<file path="config.mk">
export PLATFORM = sky130hd
export DESIGN_NAME = ep_cfg_sequencer
export DESIGN_NICKNAME = d
export VERILOG_FILES = /design/src/rtl/ep_cfg_sequencer_pkg.sv /design/src/rtl/ep_cfg_sequencer_table.sv /design/src/rtl/ep_cfg_sequencer.sv
export SDC_FILE = /design/constraint.sdc
export NUM_CORES = 1
export LEC_CHECK = 0
export BUFFER_PORTS_ARGS = -buffer_cell sky130_fd_sc_hd__buf_2
export CAP_MARGIN = 5
export CORE_AREA = 2 2 204 206
export CTS_CLUSTER_SIZE = 30
export DETAILED_ROUTE_END_ITERATION = 12
export DIE_AREA = 0 0 206 208
export GPL_TIMING_DRIVEN = 0
export PLACE_DENSITY = 0.81
export SLEW_MARGIN = 0
export SYNTH_ARGS = -nofsm -noshare
export SYNTH_HDL_FRONTEND = slang
export SYNTH_SLANG_ARGS = --single-unit
export TNS_END_PERCENT = 20
</file>
<file path="constraint.sdc">
create_clock -name aclk -period 29.3 [get_ports aclk]
set_input_delay 2.93 -clock aclk [delete_from_list [all_inputs] [get_ports aclk]]
set_output_delay 2.93 -clock aclk [all_outputs]
set_load 0.01 [all_outputs]
</file>
<file path="src/rtl/ep_cfg_sequencer_pkg.sv">
// Shared types and layout constants for the endpoint-table configuration sequencer.
// Optional build macro: EP_CFG_LOCK_EN adds per-entry lock bits and the LOCK command.
package ep_cfg_sequencer_pkg;

   localparam int unsigned VADDR_BITS = 48;
   localparam int unsigned EP_CTRL_W  = 99;

   localparam int unsigned EP_VALID_OFFS  = 0;
   localparam int unsigned EP_RIGHTS_OFFS = 1;
   localparam int unsigned EP_BASE_OFFS   = 3;
   localparam int unsigned EP_BOUND_OFFS  = 51;

   typedef enum logic [1:0] {
      OpWrite    = 2'd0,
      OpInval    = 2'd1,
      OpInvalAll = 2'd2,
      OpLock     = 2'd3
   } ep_cfg_op_t;

   typedef enum logic [2:0] {
      StatOk         = 3'd0,
      StatErrIdx     = 3'd1,
      StatErrRange   = 3'd2,
      StatErrTimeout = 3'd3,
      StatErrLocked  = 3'd4
   } ep_cfg_status_t;

`ifdef EP_CFG_LOCK_EN
   localparam bit LOCK_EN = 1'b1;
`else
   localparam bit LOCK_EN = 1'b0;
`endif

   function automatic logic [EP_CTRL_W-1:0] pack_entry(input logic [VADDR_BITS-1:0] base,
                                                       input logic [VADDR_BITS-1:0] bound,
                                                       input logic [1:0]            rights);
      logic [EP_CTRL_W-1:0] e;
      e = '0;
      e[EP_VALID_OFFS]                     = 1'b1;
      e[EP_RIGHTS_OFFS +: 2]               = rights;
      e[EP_BASE_OFFS   +: VADDR_BITS]      = base;
      e[EP_BOUND_OFFS  +: VADDR_BITS]      = bound;
      return e;
   endfunction

endpackage

</file>
<file path="src/rtl/ep_cfg_sequencer_table.sv">
// Endpoint table registers: indexed write/clear, plus lock bits when EP_CFG_LOCK_EN is defined.
module ep_cfg_sequencer_table
   import ep_cfg_sequencer_pkg::*;
#(
   parameter int unsigned N_ENDPOINTS = 4,
   parameter int unsigned IDX_W       = 2
) (
   input  logic                               aclk,
   input  logic                               areset,
   input  logic                               wr_en,
   input  logic                               clr_en,
   input  logic                               lock_set,
   input  logic [IDX_W-1:0]                   idx,
   input  logic [VADDR_BITS-1:0]              base,
   input  logic [VADDR_BITS-1:0]              bound,
   input  logic [1:0]                         rights,
   output logic [EP_CTRL_W*N_ENDPOINTS-1:0]   ep_ctrl,
   output logic [N_ENDPOINTS-1:0]             locked
);

   logic [EP_CTRL_W-1:0] entry_q [N_ENDPOINTS];

`ifdef EP_CFG_LOCK_EN
   logic [N_ENDPOINTS-1:0] lock_q;

   always_ff @(posedge aclk or posedge areset) begin
      if (areset) begin
         lock_q <= '0;
      end else if (lock_set) begin
         for (int i = 0; i < N_ENDPOINTS; i++) begin
            if (idx == IDX_W'(i)) lock_q[i] <= 1'b1;
         end
      end
   end

   assign locked = lock_q;
`else
   logic unused_lock_set;
   assign unused_lock_set = lock_set;
   assign locked          = '0;
`endif

   // Clears never touch a locked entry, so a table sweep can run blindly over every index.
   always_ff @(posedge aclk or posedge areset) begin
      if (areset) begin
         entry_q <= '{default: '0};
      end else begin
         for (int i = 0; i < N_ENDPOINTS; i++) begin
            if (idx == IDX_W'(i)) begin
               if (wr_en) begin
                  entry_q[i] <= pack_entry(base, bound, rights);
               end else if (clr_en && !locked[i]) begin
                  entry_q[i] <= '0;
               end
            end
         end
      end
   end

   for (genvar g = 0; g < N_ENDPOINTS; g++) begin : g_pack
      assign ep_ctrl[g*EP_CTRL_W +: EP_CTRL_W] = entry_q[g];
   end

endmodule

</file>
<file path="src/rtl/ep_cfg_sequencer.sv">
// Sequences host table commands into the gateway endpoint table, holding and draining the
// request path around every commit. Honours EP_CFG_LOCK_EN through the package.
module ep_cfg_sequencer
   import ep_cfg_sequencer_pkg::*;
#(
   parameter int unsigned N_ENDPOINTS   = 4,
   parameter int unsigned IDX_W         = (N_ENDPOINTS > 1) ? $clog2(N_ENDPOINTS) : 1,
   parameter int unsigned DRAIN_TIMEOUT = 1024
) (
   input  logic                               aclk,
   input  logic                               areset,
   input  logic                               cmd_valid,
   output logic                               cmd_ready,
   input  logic [1:0]                         cmd_op,
   input  logic [IDX_W-1:0]                   cmd_idx,
   input  logic [VADDR_BITS-1:0]              cmd_base,
   input  logic [VADDR_BITS-1:0]              cmd_bound,
   input  logic [1:0]                         cmd_rights,
   output logic                               rsp_valid,
   input  logic                               rsp_ready,
   output logic [2:0]                         rsp_status,
   input  logic                               rd_pending,
   input  logic                               wr_pending,
   output logic                               gate_hold,
   output logic [EP_CTRL_W*N_ENDPOINTS-1:0]   ep_ctrl,
   output logic [15:0]                        cfg_epoch
);

   localparam int unsigned CNT_W = (DRAIN_TIMEOUT > 1) ? $clog2(DRAIN_TIMEOUT) : 1;

   typedef enum logic [2:0] {StIdle, StCheck, StDrain, StCommit, StResp} state_t;

   state_t                state_q, state_d;
   ep_cfg_op_t            op_q, op_d;
   logic [IDX_W-1:0]      idx_q, idx_d;
   logic [VADDR_BITS-1:0] base_q, base_d;
   logic [VADDR_BITS-1:0] bound_q, bound_d;
   logic [1:0]            rights_q, rights_d;
   ep_cfg_status_t        status_q, status_d;
   logic [CNT_W-1:0]      drain_cnt_q, drain_cnt_d;
   logic [IDX_W-1:0]      sweep_q, sweep_d;
   logic [15:0]           epoch_q, epoch_d;

   logic                   tbl_wr, tbl_clr, tbl_lock, commit_done, target_locked;
   logic [IDX_W-1:0]       tbl_idx;
   logic [N_ENDPOINTS-1:0] locked;

   always_ff @(posedge aclk or posedge areset) begin
      if (areset) begin
         state_q     <= StIdle;
         op_q        <= OpWrite;
         idx_q       <= '0;
         base_q      <= '0;
         bound_q     <= '0;
         rights_q    <= '0;
         status_q    <= StatOk;
         drain_cnt_q <= '0;
         sweep_q     <= '0;
         epoch_q     <= '0;
      end else begin
         state_q     <= state_d;
         op_q        <= op_d;
         idx_q       <= idx_d;
         base_q      <= base_d;
         bound_q     <= bound_d;
         rights_q    <= rights_d;
         status_q    <= status_d;
         drain_cnt_q <= drain_cnt_d;
         sweep_q     <= sweep_d;
         epoch_q     <= epoch_d;
      end
   end

   // cmd_idx may be wider than the table, so match indices explicitly.
   always_comb begin
      target_locked = 1'b0;
      for (int i = 0; i < N_ENDPOINTS; i++) begin
         if (idx_q == IDX_W'(i)) target_locked = locked[i];
      end
   end

   always_comb begin
      state_d     = state_q;
      op_d        = op_q;
      idx_d       = idx_q;
      base_d      = base_q;
      bound_d     = bound_q;
      rights_d    = rights_q;
      status_d    = status_q;
      drain_cnt_d = drain_cnt_q;
      sweep_d     = sweep_q;
      epoch_d     = epoch_q;
      cmd_ready   = 1'b0;
      rsp_valid   = 1'b0;
      gate_hold   = 1'b0;
      tbl_wr      = 1'b0;
      tbl_clr     = 1'b0;
      tbl_lock    = 1'b0;
      tbl_idx     = idx_q;
      commit_done = 1'b1;

      unique case (state_q)
         StIdle: begin
            cmd_ready = !areset;
            if (cmd_valid) begin
               op_d     = ep_cfg_op_t'(cmd_op);
               idx_d    = cmd_idx;
               base_d   = cmd_base;
               bound_d  = cmd_bound;
               rights_d = cmd_rights;
               state_d  = StCheck;
            end
         end
         StCheck: begin
            state_d = StResp;
            if (!LOCK_EN && op_q == OpLock) begin
               status_d = StatErrRange;
            end else if (op_q != OpInvalAll && 32'(idx_q) >= N_ENDPOINTS) begin
               status_d = StatErrIdx;
            end else if (op_q == OpWrite && bound_q < base_q) begin
               status_d = StatErrRange;
            end else if (LOCK_EN && (op_q == OpWrite || op_q == OpInval) && target_locked) begin
               status_d = StatErrLocked;
            end else begin
               drain_cnt_d = '0;
               state_d     = StDrain;
            end
         end
         StDrain: begin
            gate_hold = 1'b1;
            if (!rd_pending && !wr_pending) begin
               sweep_d = '0;
               state_d = StCommit;
            end else if (drain_cnt_q == CNT_W'(DRAIN_TIMEOUT - 1)) begin
               status_d = StatErrTimeout;
               state_d  = StResp;
            end else begin
               drain_cnt_d = drain_cnt_q + CNT_W'(1);
            end
         end
         StCommit: begin
            gate_hold = 1'b1;
            unique case (op_q)
               OpWrite: tbl_wr   = 1'b1;
               OpInval: tbl_clr  = 1'b1;
               OpLock:  tbl_lock = 1'b1;
               OpInvalAll: begin
                  tbl_clr = 1'b1;
                  tbl_idx = sweep_q;
                  if (sweep_q != IDX_W'(N_ENDPOINTS - 1)) begin
                     commit_done = 1'b0;
                     sweep_d     = sweep_q + IDX_W'(1);
                  end
               end
               default: ;
            endcase
            if (commit_done) begin
               epoch_d  = epoch_q + 16'd1;
               status_d = StatOk;
               state_d  = StResp;
            end
         end
         StResp: begin
            rsp_valid = 1'b1;
            if (rsp_ready) state_d = StIdle;
         end
         default: state_d = StIdle;
      endcase
   end

   assign rsp_status = status_q;
   assign cfg_epoch  = epoch_q;

   ep_cfg_sequencer_table #(
      .N_ENDPOINTS (N_ENDPOINTS),
      .IDX_W       (IDX_W)
   ) u_table (
      .aclk     (aclk),
      .areset   (areset),
      .wr_en    (tbl_wr),
      .clr_en   (tbl_clr),
      .lock_set (tbl_lock),
      .idx      (tbl_idx),
      .base     (base_q),
      .bound    (bound_q),
      .rights   (rights_q),
      .ep_ctrl  (ep_ctrl),
      .locked   (locked)
   );

endmodule
</file>
# Yosys cells after proc, flatten, opt, wreduce, memory -nomap -nowiden
# Index checks and enable logic that the tools add are counted.
# op_classes
add_sub_neg	3
n_mul	0
div	0
magnitude_cmp	1
eq_ne	25
shifts	0
n_mux	37
bitwise	0
reduce_logical	24
# ops
cell	n
$mux W99	2
$lt A48 B48 Y1	1
$mux W10	4
$mux W3	12
$ne A2 B2 Y1 const B	11
$pmux W10 S2	1
$add A16 B1 Y16 const B	1
$pmux W3 S5	1
$reduce_and A2 Y1	6
$add A10 B1 Y10 const B	1
$eq A10 B10 Y1 const B	1
$mux W1	10
$mux W2	5
$reduce_and A5 Y1	2
$pmux W3 S3	1
$eq A2 B2 Y1 const B	4
$reduce_and A4 Y1	2
$eq A3 B2 Y1 const B	2
$ne A3 B3 Y1 const B	2
$reduce_bool A2 Y1	3
$eq A2 B1 Y1 const B	2
$logic_not A2 Y1	2
$pmux W2 S2	1
$reduce_or A2 Y1	2
other kinds (8)	11
# word_totals
ff_bits	532
latch_bits	0
ram_bits	0
mem_bits_ro	0
input_bits	108
out_inout_bits	418
word_cells	104
memories	0

# Logic depth before layout (Yosys ltp)
# depth
ltp_word	6
depth_mapped	10
ltp_nobuf	8

# Hierarchy
# From an unflattened synthesis, not the netlist that was laid out.
# hier_totals
hier_cells	1541
area_unflattened_um2	20654.8
# modules_own_cells
module	instances	cells_each	area_per_inst_um2	seq_area_each_um2
ep_cfg_sequencer_table	1	899	13968.4	9909.5
ep_cfg_sequencer	1	642	6686.4	3378.2

# Worst setup path before layout
# No wires, ideal clock.
# synth_path
path_type	input to output
start	in areset
end	out cmd_ready
t_arrival_ps	3283
required_time_ps	26370
setup_slack_ps	23087
cell_stages	1
n_path_buf	0
cell_sequence	nor4_1
# synth_between
elab_chain_cells	2
# synth_rtl
item	line_no	source
start: declaration	ep_cfg_sequencer.sv:11	input logic areset,
$logic_not A1 Y1 (no source line)	-	
$mux W1	ep_cfg_sequencer.sv:102	unique case (state_q)
end: declaration	ep_cfg_sequencer.sv:13	output logic cmd_ready,
# No other way between the ends.

# Worst setup path in the final report
# Same ends and word-level chain as after synthesis.

==> reports/results.tsv <==
metric	value	unit
status	completed	
gp_congestion	0.987	
yosys.area_share.simple	13.4	%
synthMuxAreaShare	3.10	%
worstSetupPathType	in2out	
relSlewSlack	17.1	%
detailed_place_hpwl	58900	um
power.switching	801	uW
synth_edf_count	0	
crit_chain	buf_2 -> nor4_1 -> buf_2	
antenna_found_initial	8	
grt_pass1_vias	19800	
synth-xor-area-share	0.675	%
grt-busiest-layer	met2	
synth_cells	2244	
cp_max_fo	2	
die_area	42800	um2
hold_violations	0	
drt_iter0_drc	1759	
grt_overflow_total	0	
rrSetupSlack	25.93	ns
ys_warn_count	0	
r2r-start	base_q[45]$_DFFE_PP0P_	
avgSynthCellArea	9.83	um2
p_seq_share	44.0	%
critPathTopFamily	buffers and inverters	
coreArea	40600	um2
first_pass_iters	6	
grtUsageMet1	46.0	%
cp_num_buf_inv	2	
p_leak	0.0137	uW
clockPowerShare	31.9	%
use_met3	9.43	%
grtUsageMet2	57.7	%
grt_pass1_wl	118000	um
slowest_delay	0.19	ns
slew_violations	0	
cts_buffer_depth	3	
p_sw_share	35.0	%
synth_top_family_by_area	simple AND/OR/NAND/NOR gates	
cp-endpoint	cmd_ready	
die-height	208	um
port_buffers	524	
syn_area	22100	um2
syn2layout_area_growth	24.2	%
post-cts-setup-buffer-count	0	
r2r_cells	9	
post_cts_resize_count	0	
combPwrFrac	24.1	%
h-tree-depth	2	
num_rows	74	
min_path_type	reg2reg	
r2r_end	drain_cnt_q[2]$_DFFE_PP0P_	
cts_sinks	531	
cts_tree	done	
finalSetupTns	0	ns
cp.arrival	3.44	ns
finalPower	2290	uW
ctsHoldBuffers	0	
syn_nets	2405	
grt_setup_unrepaired	no	
wl	78200	um
p_int	1480	uW
fin_util	67.6	%
synth_compound_area_share	12.4	%
cp-start-kind	primary input	
numCtsBuffers	54	
wire_per_inst	22.9	um
num_vias	19800	
async_reset_ff_share	100	%
ant_nets	0	
initial_utilization	54.4	%
finalNetCount	2990	
die_x	206	um
synth-seq-cells	531	
root_buffer	clkbuf_16	
period_minus_slack	6.37	ns
ys.flop_type	dfrtp_1	
drv_cap	0	
cp_num_cells	3	
setup_viol	0	
drive_gt1_share	26.1	%
final-seq-area	13300	um2
path_common_cell	buf_2	
drc_errors	0	
multi_input_area	7190	um2
synthAdderAreaFrac	3.01	%
grt_max_degree	116	
grt.total_usage	36.3	%
crit_required	26.37	ns
crit_start	areset	
finalClockSkew	0.0294	ns
ioPinCount	526	
endpoint_kind	output port	
ys_seq_area_share	60.2	%
peakVddDrop	50.2	uV
clk_pin_slew	0.07	ns
max_freq	0.157	GHz
fin_crit_sh	21.7	%
ys_types	57	
fillCellCount	3187	
crit_slowest_cell	buf_2	
clkLatencyLatePin	0.62	ns
cellPowerDensity	83.4	nW/um2
worst_pin_slew	1.24	ns
vias_per_cell	5.79	
==> per-stage QoR <==
| stage | instances | area (um2) | worst slack [ns] | hold WS [ns] |
|---|---|---|---|---|
| 2_1_floorplan | 2244 | 22100 | 11.53 | 0.487 |
| 3_3_place_gp | 3300 | 25400 | 6.65 | 0.456 |
| 3_5_place_dp | 3305 | 25500 | 22.94 | 0.465 |
| 4_1_cts | 3406 | 27400 | 22.94 | 0.479 |
| 5_1_grt | 3410 | 27400 | 22.88 | 0.500 |
| 6_report | 3412 | 27400 | 22.93 | 0.476 |
==> Yosys cell counts, types with 4 or more instances <==
| master | count | area, um2 |
|---|---|---|
| a21oi_1 | 28 | 140 |
| buf_1 | 12 | 45.0 |
| dfrtp_1 | 531 | 13300 |
| xor2_1 | 5 | 43.8 |
| a211oi_1 | 4 | 30.0 |
| o211ai_1 | 6 | 45.0 |
| nand2_1 | 385 | 1450 |
| o21ai_0 | 238 | 1190 |
| nand3b_1 | 5 | 37.5 |
| inv_1 | 248 | 931 |
| mux2_2 | 55 | 619 |
| a31oi_1 | 6 | 37.5 |
| xnor2_1 | 12 | 105 |
| clkbuf_1 | 75 | 282 |
| nor4_1 | 4 | 25.0 |
| o21ai_1 | 228 | 1140 |
| nor2_1 | 21 | 78.8 |
| nand3_1 | 204 | 1020 |
| buf_2 | 36 | 180 |
| ha_1 | 53 | 663 |
| nor3_1 | 7 | 35.0 |
| and3_1 | 10 | 62.6 |
| nand4_1 | 8 | 50.1 |
| buf_4 | 17 | 128 |
==> cells by family (layout without fill, tap and decap cells) <==
family / count (synthesis) / count (layout)
AND/OR/NAND/NOR: 667 / 667
other: 1 / 7
flip-flops: 531 / 531
AO/OA/AOI/OAI: 525 / 525
adder cells (fa/ha/maj): 53 / 53
XOR/XNOR: 17 / 17
buffers and inverters: 390 / 1020
multiplexers: 60 / 60
==> metal layers <==
metal | vias up | routed length, um
met4 | 8 | 4350
li1 | 8614 | -
met1 | 9845 | 29400
met3 | 251 | 7240
met5 | - | 57
met2 | 1035 | 37100
==> worst min-delay path by stage <==
stage	start	endpoint	slack [ns]	depth (start not counted)
after floorplan	drain_cnt_q[0]$_DFFE_PP0P_	drain_cnt_q[0]$_DFFE_PP0P_	0.49	1
after global placement	u_table.ep_ctrl[102]$_DFFE_PP0P_	u_table.ep_ctrl[102]$_DFFE_PP0P_	0.46	2
after detailed placement	u_table.ep_ctrl[113]$_DFFE_PP0P_	u_table.ep_ctrl[113]$_DFFE_PP0P_	0.47	2
after CTS	u_table.ep_ctrl[113]$_DFFE_PP0P_	u_table.ep_ctrl[113]$_DFFE_PP0P_	0.48	2
after global routing	u_table.ep_ctrl[42]$_DFFE_PP0P_	u_table.ep_ctrl[42]$_DFFE_PP0P_	0.50	2
final	u_table.ep_ctrl[136]$_DFFE_PP0P_	u_table.ep_ctrl[136]$_DFFE_PP0P_	0.48	2
==> flip-flops by register name, summed over array words and instances (netlist names), 3 cells and up <==
| signal | count |
|---|---|
| state_q | 3 |
| bound_q | 48 |
| cfg_epoch | 16 |
| drain_cnt_q | 10 |
| u_table.ep_ctrl | 396 |
| base_q | 48 |
==> final cells by class <==
cell class                 count  share of cell area [%]
clock buffer                  75                    5.77
inverter                     248                    3.42
clock inverter                26                    1.11
sequential                   531                    48.5
multi-input combinational   1323                    26.2
buffer                       142                    2.40
timing repair buffer         529                    10.1
tap                          532                    2.43
antenna                        6                  0.0548
==> cell usage in the layout (no fill, tap or decap), types with 8 or more instances in the layout <==
master     synthesis  layout
inv_1            248     247
o21ai_1          228     228
clkbuf_8           0      13
nand3_1          204     204
clkbuf_1          75      82
clkbuf_16          0      55
ha_1              53      53
and3_1            10      10
a21oi_1           28      28
xnor2_1           12      12
o21ai_0          238     238
clkinv_2           0      12
buf_4             17      17
nand2_1          385     385
buf_1             12      12
nor2_1            21      21
buf_2             36     560
nand4_1            8       8
mux2_2            55      55
dfrtp_1          531     531
==> tightest hold or removal path: stages, from the launching register on <==
cell and delay [ns]:
dfrtp_1 0.34, nand2_1 0.04, o21ai_0 0.06
==> power by group through the flow <==
stage / registers (uW) / logic (uW) / clock network (uW)
6_report: 1010 / 551 / 729
5_1_grt: 1020 / 613 / 765
4_1_cts: 1000 / 547 / 733
3_5_place_dp: 1010 / 542 / 0
3_3_place_gp: 1000 / 517 / 0
2_1_floorplan: 967 / 336 / 0
(Power assumes the default switching activity.)
